File: config.mk
export PLATFORM = sky130hd
export DESIGN_NAME = fetch_prefetch_unit
export DESIGN_NICKNAME = d
export VERILOG_FILES = /design/src/rtl/fetch_prefetch_unit.sv
export SDC_FILE = /design/constraint.sdc
export NUM_CORES = 1
export LEC_CHECK = 0
export ABC_CLOCK_PERIOD_IN_PS = 4900
export CAP_MARGIN = 40
export CORE_MARGIN = 4
export CORE_UTILIZATION = 35
export CTS_BUF_LIST = sky130_fd_sc_hd__clkbuf_2
export DETAILED_ROUTE_END_ITERATION = 10
export MAX_ROUTING_LAYER = met4
export PLACE_DENSITY = 0.54
export SLEW_MARGIN = 5
export SYNTH_ARGS = -nofsm -noshare
export SYNTH_HDL_FRONTEND = slang
export SYNTH_SLANG_ARGS = --single-unit
File: constraint.sdc
create_clock -name clk -period 4.9 [get_ports clk]
set_input_delay 1.47 -clock clk [delete_from_list [all_inputs] [get_ports clk]]
set_output_delay 1.47 -clock clk [all_outputs]
set_load 0.05 [all_outputs]
File: src/rtl/fetch_prefetch_unit.sv
// Instruction fetch front end: AXI4-Lite read master feeding a prefetch FIFO.
// Optional FETCH_STOP_ON_ERR_EN: stop issuing after an error response.
module fetch_prefetch_unit #(
  parameter int XLEN            = 32,
  parameter int FIFO_DEPTH      = 4,
  parameter int MAX_OUTSTANDING = 2,
  parameter logic [XLEN-1:0] RESET_VEC = 32'h0
) (
  input  logic            clk,
  input  logic            reset,
  input  logic            jump_taken,
  input  logic [XLEN-1:0] jump_addr,
  output logic [XLEN-1:0] imem_axi_araddr,
  output logic [2:0]      imem_axi_arprot,
  output logic            imem_axi_arvalid,
  input  logic            imem_axi_arready,
  input  logic [XLEN-1:0] imem_axi_rdata,
  input  logic [1:0]      imem_axi_rresp,
  input  logic            imem_axi_rvalid,
  output logic            imem_axi_rready,
  output logic            valid_out,
  input  logic            ready_in,
  output logic [XLEN-1:0] PC_IF,
  output logic [XLEN-1:0] IR_IF,
  output logic [1:0]      imem_axi_rresp_IF
);

  localparam int AW = $clog2(FIFO_DEPTH);
  localparam int CW = $clog2(FIFO_DEPTH + 1);
  localparam logic [CW:0] MAX_C = (CW+1)'(MAX_OUTSTANDING);
  localparam logic [CW:0] DEPTH_C = (CW+1)'(FIFO_DEPTH);

  logic [XLEN-1:0] fetch_pc, fetch_pc_nxt;
  logic [XLEN-1:0] resp_pc, resp_pc_nxt;
  logic [XLEN-1:0] araddr_q, araddr_nxt;
  logic            arvalid_q, arvalid_nxt;
  logic            stale, stale_nxt;
  logic [CW-1:0]   inflight, inflight_nxt;
  logic [CW-1:0]   discard, discard_nxt;
  logic [CW-1:0]   cnt, cnt_nxt;
  logic [AW-1:0]   wr_ptr, rd_ptr;
  logic            ar_hs, accept, pop, hold_ar;
  logic            issue_ok, err_stop_nxt, full;

  logic [XLEN-1:0] pc_mem [FIFO_DEPTH];
  logic [XLEN-1:0] ir_mem [FIFO_DEPTH];
  logic [1:0]      rs_mem [FIFO_DEPTH];

`ifdef FETCH_STOP_ON_ERR_EN
  logic err_stop;

  // Sticky error stop, cleared by a redirect.
  always_ff @(posedge clk) begin
    if (reset) err_stop <= 1'b0;
    else       err_stop <= err_stop_nxt;
  end
`endif

  // Credit bookkeeping, redirect handling and AR channel next state.
  always_comb begin
    ar_hs   = arvalid_q && imem_axi_arready;
    hold_ar = arvalid_q && !imem_axi_arready;
    accept  = imem_axi_rvalid && (discard == '0) && !jump_taken;
    pop     = valid_out && ready_in && !jump_taken;

    inflight_nxt = inflight + CW'(ar_hs) - CW'(imem_axi_rvalid);

    if (jump_taken) cnt_nxt = '0;
    else            cnt_nxt = cnt + CW'(accept) - CW'(pop);

    discard_nxt = discard;
    if (imem_axi_rvalid && discard != '0)
      discard_nxt = discard - CW'(1);
    // A stale AR held across a redirect becomes garbage once accepted.
    if (stale && ar_hs)
      discard_nxt = discard_nxt + CW'(1);
    if (jump_taken)
      discard_nxt = inflight_nxt;

    if (jump_taken) stale_nxt = hold_ar;
    else            stale_nxt = stale && !ar_hs;

    if (jump_taken)          fetch_pc_nxt = jump_addr;
    else if (ar_hs && !stale) fetch_pc_nxt = fetch_pc + XLEN'(4);
    else                     fetch_pc_nxt = fetch_pc;

    if (jump_taken)  resp_pc_nxt = jump_addr;
    else if (accept) resp_pc_nxt = resp_pc + XLEN'(4);
    else             resp_pc_nxt = resp_pc;

`ifdef FETCH_STOP_ON_ERR_EN
    if (jump_taken) err_stop_nxt = 1'b0;
    else err_stop_nxt = err_stop || (accept && imem_axi_rresp != 2'b00);
`else
    err_stop_nxt = 1'b0;
`endif

    issue_ok = ({1'b0, inflight_nxt} < MAX_C)
            && (({1'b0, inflight_nxt} + {1'b0, cnt_nxt}) < DEPTH_C)
            && !err_stop_nxt;

    arvalid_nxt = hold_ar ? 1'b1 : issue_ok;
    araddr_nxt  = hold_ar ? araddr_q : fetch_pc_nxt;
  end

  // Control state register.
  always_ff @(posedge clk) begin
    if (reset) begin
      fetch_pc  <= RESET_VEC;
      resp_pc   <= RESET_VEC;
      araddr_q  <= RESET_VEC;
      arvalid_q <= 1'b0;
      stale     <= 1'b0;
      inflight  <= '0;
      discard   <= '0;
      cnt       <= '0;
      wr_ptr    <= '0;
      rd_ptr    <= '0;
    end else begin
      fetch_pc  <= fetch_pc_nxt;
      resp_pc   <= resp_pc_nxt;
      araddr_q  <= araddr_nxt;
      arvalid_q <= arvalid_nxt;
      stale     <= stale_nxt;
      inflight  <= inflight_nxt;
      discard   <= discard_nxt;
      cnt       <= cnt_nxt;
      if (jump_taken) begin
        wr_ptr <= '0;
        rd_ptr <= '0;
      end else begin
        if (accept) wr_ptr <= wr_ptr + AW'(1);
        if (pop)    rd_ptr <= rd_ptr + AW'(1);
      end
    end
  end

  // FIFO storage; contents only matter while counted valid.
  always_ff @(posedge clk) begin
    if (accept) begin
      pc_mem[wr_ptr] <= resp_pc;
      ir_mem[wr_ptr] <= imem_axi_rdata;
      rs_mem[wr_ptr] <= imem_axi_rresp;
    end
  end

  assign full              = ({1'b0, cnt} == DEPTH_C);
  assign valid_out         = (cnt != '0);
  assign PC_IF             = valid_out ? pc_mem[rd_ptr] : '0;
  assign IR_IF             = valid_out ? ir_mem[rd_ptr] : '0;
  assign imem_axi_rresp_IF = valid_out ? rs_mem[rd_ptr] : 2'b00;
  assign imem_axi_araddr   = araddr_q;
  assign imem_axi_arvalid  = arvalid_q;
  assign imem_axi_arprot   = 3'b100;
  assign imem_axi_rready   = 1'b1;

  // Credits must make an accepted response into a full FIFO impossible.
  a_no_overflow: assert property (
    @(posedge clk) disable iff (reset) !(accept && full));

endmodule

* After elaboration in Yosys (flattened, before gate mapping)
Memories as Yosys holds them, arrays and structs flattened. A register that Yosys moved wholly into a read port is not among the register bits.
Index checks and enable logic that the tools add are counted.
** Storage, ports and cells
- RAM bits :: 264
- Output and inout port bits :: 104
- Register bits after elaboration :: 111
- Memory bits (read-only) :: 0
- Latch bits :: 0
- Memories kept :: 3
- Logic and storage cells :: 67
** Cells by class
- Reduce and logical (&&, ||, !) cells :: 20
- Shift-type cells :: 0
- Div/mod/pow operators :: 0
- Equal/unequal tests :: 0
- Add/subtract/negate cells :: 11
- Multipliers :: 0
- Muxes and demuxes :: 21
- Bitwise operators :: 0
- Order comparisons :: 2
** Memories
- ir_mem :: depth 4, width 32, read ports 1, clocked after memory_dff 1, write ports 1, line 46 : logic [XLEN-1:0] ir_mem [FIFO_DEPTH];
- pc_mem :: depth 4, width 32, read ports 1, clocked after memory_dff 1, write ports 1, line 45 : logic [XLEN-1:0] pc_mem [FIFO_DEPTH];
- rs_mem :: depth 4, width 2, read ports 1, clocked after memory_dff 1, write ports 1, line 47 : logic [1:0] rs_mem [FIFO_DEPTH];
** Operators with widths (count)
- 32-bit two-way mux :: 6
- 32-bit by 3-bit adder with 32-bit output, second input constant :: 2
- 2-bit two-way mux :: 7
- 3-bit two-way mux :: 4
- 1-bit logical AND :: 11
- 3-bit by 1-bit adder with 3-bit output :: 2
- 3-bit nonzero test :: 2
- 3-bit by 1-bit subtractor with 3-bit output :: 2
- 2-bit by 1-bit adder with 2-bit output, second input constant :: 2
- 3-bit by 3-bit adder with 4-bit output :: 1
- 1-bit logical NOT :: 4
- 4-bit by 3-bit less-than comparator with 1-bit output, second input constant :: 1
- 1-bit two-way mux :: 4
- 3-bit by 1-bit adder with 3-bit output, second input constant :: 1
- 3-bit logical NOT :: 1
- 3-bit by 2-bit less-than comparator with 1-bit output, second input constant :: 1
- 3-bit by 1-bit subtractor with 3-bit output, second input constant :: 1
- 2-bit nonzero test :: 1
- 2-bit OR reduction :: 1

* Logic depth before layout (Yosys ltp)
- Depth after elaboration :: 10
- Mapped depth :: 17

* Worst setup path before layout
No wires, ideal clock.
- Kind :: input -> register
- From :: in jump_taken
- To :: mem ir_mem[0][0], enable pin
- Data required time :: 4.468 ns
- Buffers on the path :: 2
- Arrival :: 3.764 ns
- Path slack :: 0.705 ns
- Stages :: 4
- Cells stage by stage :: inv_1 buf_1 clkbuf_1 and3_1
** On the way
- Word-level cells in the longest chain between the ends :: 4
** RTL lines
- start, declared :: line 11 : input logic jump_taken,
- 1-bit logical NOT :: line 63 : accept = imem_axi_rvalid && (discard == '0) && !jump_taken;
- 1-bit logical AND :: line 63
- 1-bit two-way mux :: line 140 : if (accept) begin
- 1-bit two-way mux (implied by the code) :: line 142 : ir_mem[wr_ptr] <= imem_axi_rdata;
- end, declared :: line 46
Every way passes these cells.

==> flow_summary.json <==
{
  "status": "completed",
  "ant_nets": 0,
  "dieArea_mm2": 0.0480,
  "die_height_um": 219,
  "slew_headroom_pct": 44.2,
  "wl_met1_um": 17700,
  "period_share_pct": 94.3,
  "stdcell_count": 1976,
  "yosys_warnings": 0,
  "core-area_mm2": 0.0441,
  "final.setup.tns_ps": 0,
  "async_flop_share_pct": 0,
  "finalCriticalPeriod_ps": 4620,
  "wl_met3_um": 1950,
  "final_max_slew_viol_count": 0,
  "fp.dieW_um": 219,
  "hold_path_class": "reg2reg",
  "slowest_stage": "clkdlybuf4s50_1",
  "num_vias": 9813,
  "grt_max_degree": 77,
  "drive_gt1_share_pct": 20.2,
  "ff2ff_path_depth": 13,
  "grt_pass1_vias": 10300,
  "drv_cap": 0,
  "synth_area_mm2": 0.0156,
  "ir_worst_vdd_mv": 0.211,
  "worst_setup_path_start_kind": "flop",
  "yosysTopAreaCell": "edfxtp_1",
  "synth_edf_count": 264,
  "stdcell_area_mm2": 0.0191,
  "first_pass_iters": 4,
  "yosysTopAreaCellShare_pct": 50.9,
  "grt_overflow": 0,
  "via_per_inst": 4.97,
  "wl_per_cell_um": 18.8,
  "fin_ws_ps": 278,
  "clock_sinks": 377,
  "path_cells": "buf_12 -> mux4_2 -> and2_1 -> clkdlybuf4s50_1",
  "track_usage_pct": 15.9,
  "cts_hold_buf": 0,
  "crit_fanout": 25,
  "ys_ff_latch": 377,
  "drt-initial-drc-count": 676,
  "clk_path_buf_depth": 3,
  "finalHoldViolations": 0,
  "clock.fmax_ghz": 0.216,
  "critical_path_buf_inv_count": 2,
  "grt_pass1_wl_um": 57800,
  "top_layer": "met4",
  "synth_cell_types": 63,
  "hold_ws_ps": 465,
  "synth_area_leaders": "edfxtp_1, dfxtp_1, mux4_2, and2_1, xnor2_1",
  "start_util_pct": 35.3,
  "path_class": "reg2out",
  "ios": 176,
  "antenna_found_initial": 1,
  "min_path_cells": 2,
  "hpwl_um": 23700,
  "cp-end-kind": "primary output",
  "area_growth_syn_to_layout_pct": 22.3,
  "fin_skew_ps": 70.2,
  "ctsRootBufferMaster": "clkbuf_2",
  "ys_seq_area_share_pct": 65.4,
  "pre_cts_slack_ps": 441,
  "critPathArrivalTime_ps": 3150,
  "h-tree-depth": 3,
  "drc": 0,
  "path_depth": 4,
  "wirelength_um": 37100,
  "r2r_slack_ps": 1580,
  "path_delay_family": "buffers and inverters",
  "cts_inserted_buffers": 98,
  "synth_flop_cell": "edfxtp_1",
  "setup_viol": 0,
  "clkTransAtPathRegs_ps": 90,
  "cellLeakagePower_uw": 0.00665,
  "dpl_cell_area_mm2": 0.0181,
  "wl_met2_um": 16900,
  "p_per_area_mw_per_mm2": 378,
  "synthCells": 1086,
  "cp.required_ps": 3430,
  "port_buffers": 171,
  "critPathMaxStageDelay_ps": 720,
  "dp.cells": 1801,
  "tightest_slew_ps": 830,
  "rsz0062_at_grt": "false",
  "routabilityCongestion": 0.882,
  "nets": 1399,
  "row_count": 77,
  "avgSynthCellArea_um2": 14.4,
  "clock_latency_ps": 940,
  "cts_tree": "built"
}
-- cell type report --
type	count	area, µm²
fillers	4222	25100
clock inverters	16	168
flip-flops and latches	377	10200
repair buffers	196	2070
diodes	1	2.50
clock buffers	157	786
inverters	23	86.3
multi-input cells	614	5010
well taps	592	741
-- tightest hold or removal path, stage by stage (launching register included) --
cell,delay (ps)
dfxtp_1,320
nand2_1,50
a21oi_1,50
-- placed cells by master, fill, tap and decap left out, drive strengths merged, types with 5 or more instances in the layout --
cell type,synthesis,layout
o41ai,7,7
clkbuf,47,157
nand2,49,49
dfxtp,113,113
clkdlybuf4s50,0,158
or3,11,11
o31a,8,8
nor2b,5,5
mux4,66,66
xnor2,35,35
mux2i,7,7
nor4,21,21
a21boi,8,8
o211ai,6,6
ha,15,15
inv,22,24
clkinv,1,11
and3,8,8
edfxtp,264,264
nor3,35,35
nand2b,12,12
xor2,14,14
a21oi,33,33
nand3,31,31
buf,27,27
nor2,58,58
a211oi,15,15
dlymetal6s2s,0,8
and4,8,8
nand4,20,20
and2,75,75
o21ai,18,18
-- through the flow --
step	power (µW)	utilization, %
after global placement	5000	40.9
after detailed placement	5020	40.9
final	7210	43.2
after global routing	7650	43.2
after CTS	7350	43.1
after floorplan	4580	-
-- cell families (layout without fill, tap and decap cells) --
logic type                 Yosys count  after routing  share of synthesized area [%]
adders and majority gates           17             17                           1.46
DFF                                377            377                           65.4
buffers and inverters               97            392                           2.59
and+or+nand+nor                    342            342                           12.0
xor gates and xnor gates            49             49                           2.75
AOI/OAI and AO/OA                  127            127                           5.62
muxes                               75             75                           10.1
other                                2              5                         0.0482
-- path summary, 6_finish.rpt --
kind	from	end
setup / recovery	flop	IR_IF[15]
hold / removal	imem_axi_araddr[11]	imem_axi_araddr[11]
setup reg to reg	cnt[1]	imem_axi_arvalid
hold reg to reg	imem_axi_araddr[11]	imem_axi_araddr[11]
-- what timing repair did --
action | in CTS | in global routing
buffers inserted | 1 | 0
pin swaps | 0 | 0
setup endpoints to repair | 63 | 8
gates resized for setup | 4 | 8
-- synth_stat cells (22+ instances only) --
master and n:
a21oi_1 33, and2_1 75, clkbuf_1 46, dfxtp_1 113
edfxtp_1 264, inv_1 22, mux4_2 66, nand2_1 49
nand3_1 31, nor2_1 58, nor3_1 34, xnor2_1 35
-- registers in the layout (all words and copies together), names as in the netlist, named ones only --
| register | cells |
|---|---|
| cnt | 3 |
| discard | 3 |
| fetch_pc | 32 |
| imem_axi_araddr | 32 |
| imem_axi_arvalid | 1 |
| inflight | 3 |
| ir_mem | 128 |
| pc_mem | 128 |
| rd_ptr | 2 |
| resp_pc | 32 |
| rs_mem | 8 |
| stale | 1 |
| wr_ptr | 2 |
-- per-layer routing --
layer,vias to the layer above,global-route usage [%]
met5,-,-
met4,0,5.20
met3,44,3.63
met2,264,23.8
met1,4871,21.7
li1,4634,-
-- power breakdown --
group / total, µW / leakage, µW / internal [µW] / switching, µW
logic: 1200 / 0.00257 / 465 / 736
registers: 3740 / 0.00334 / 3610 / 131
clock network: 2270 / 0.000738 / 1040 / 1230
Note: power is estimated with default switching activity, not from simulation.
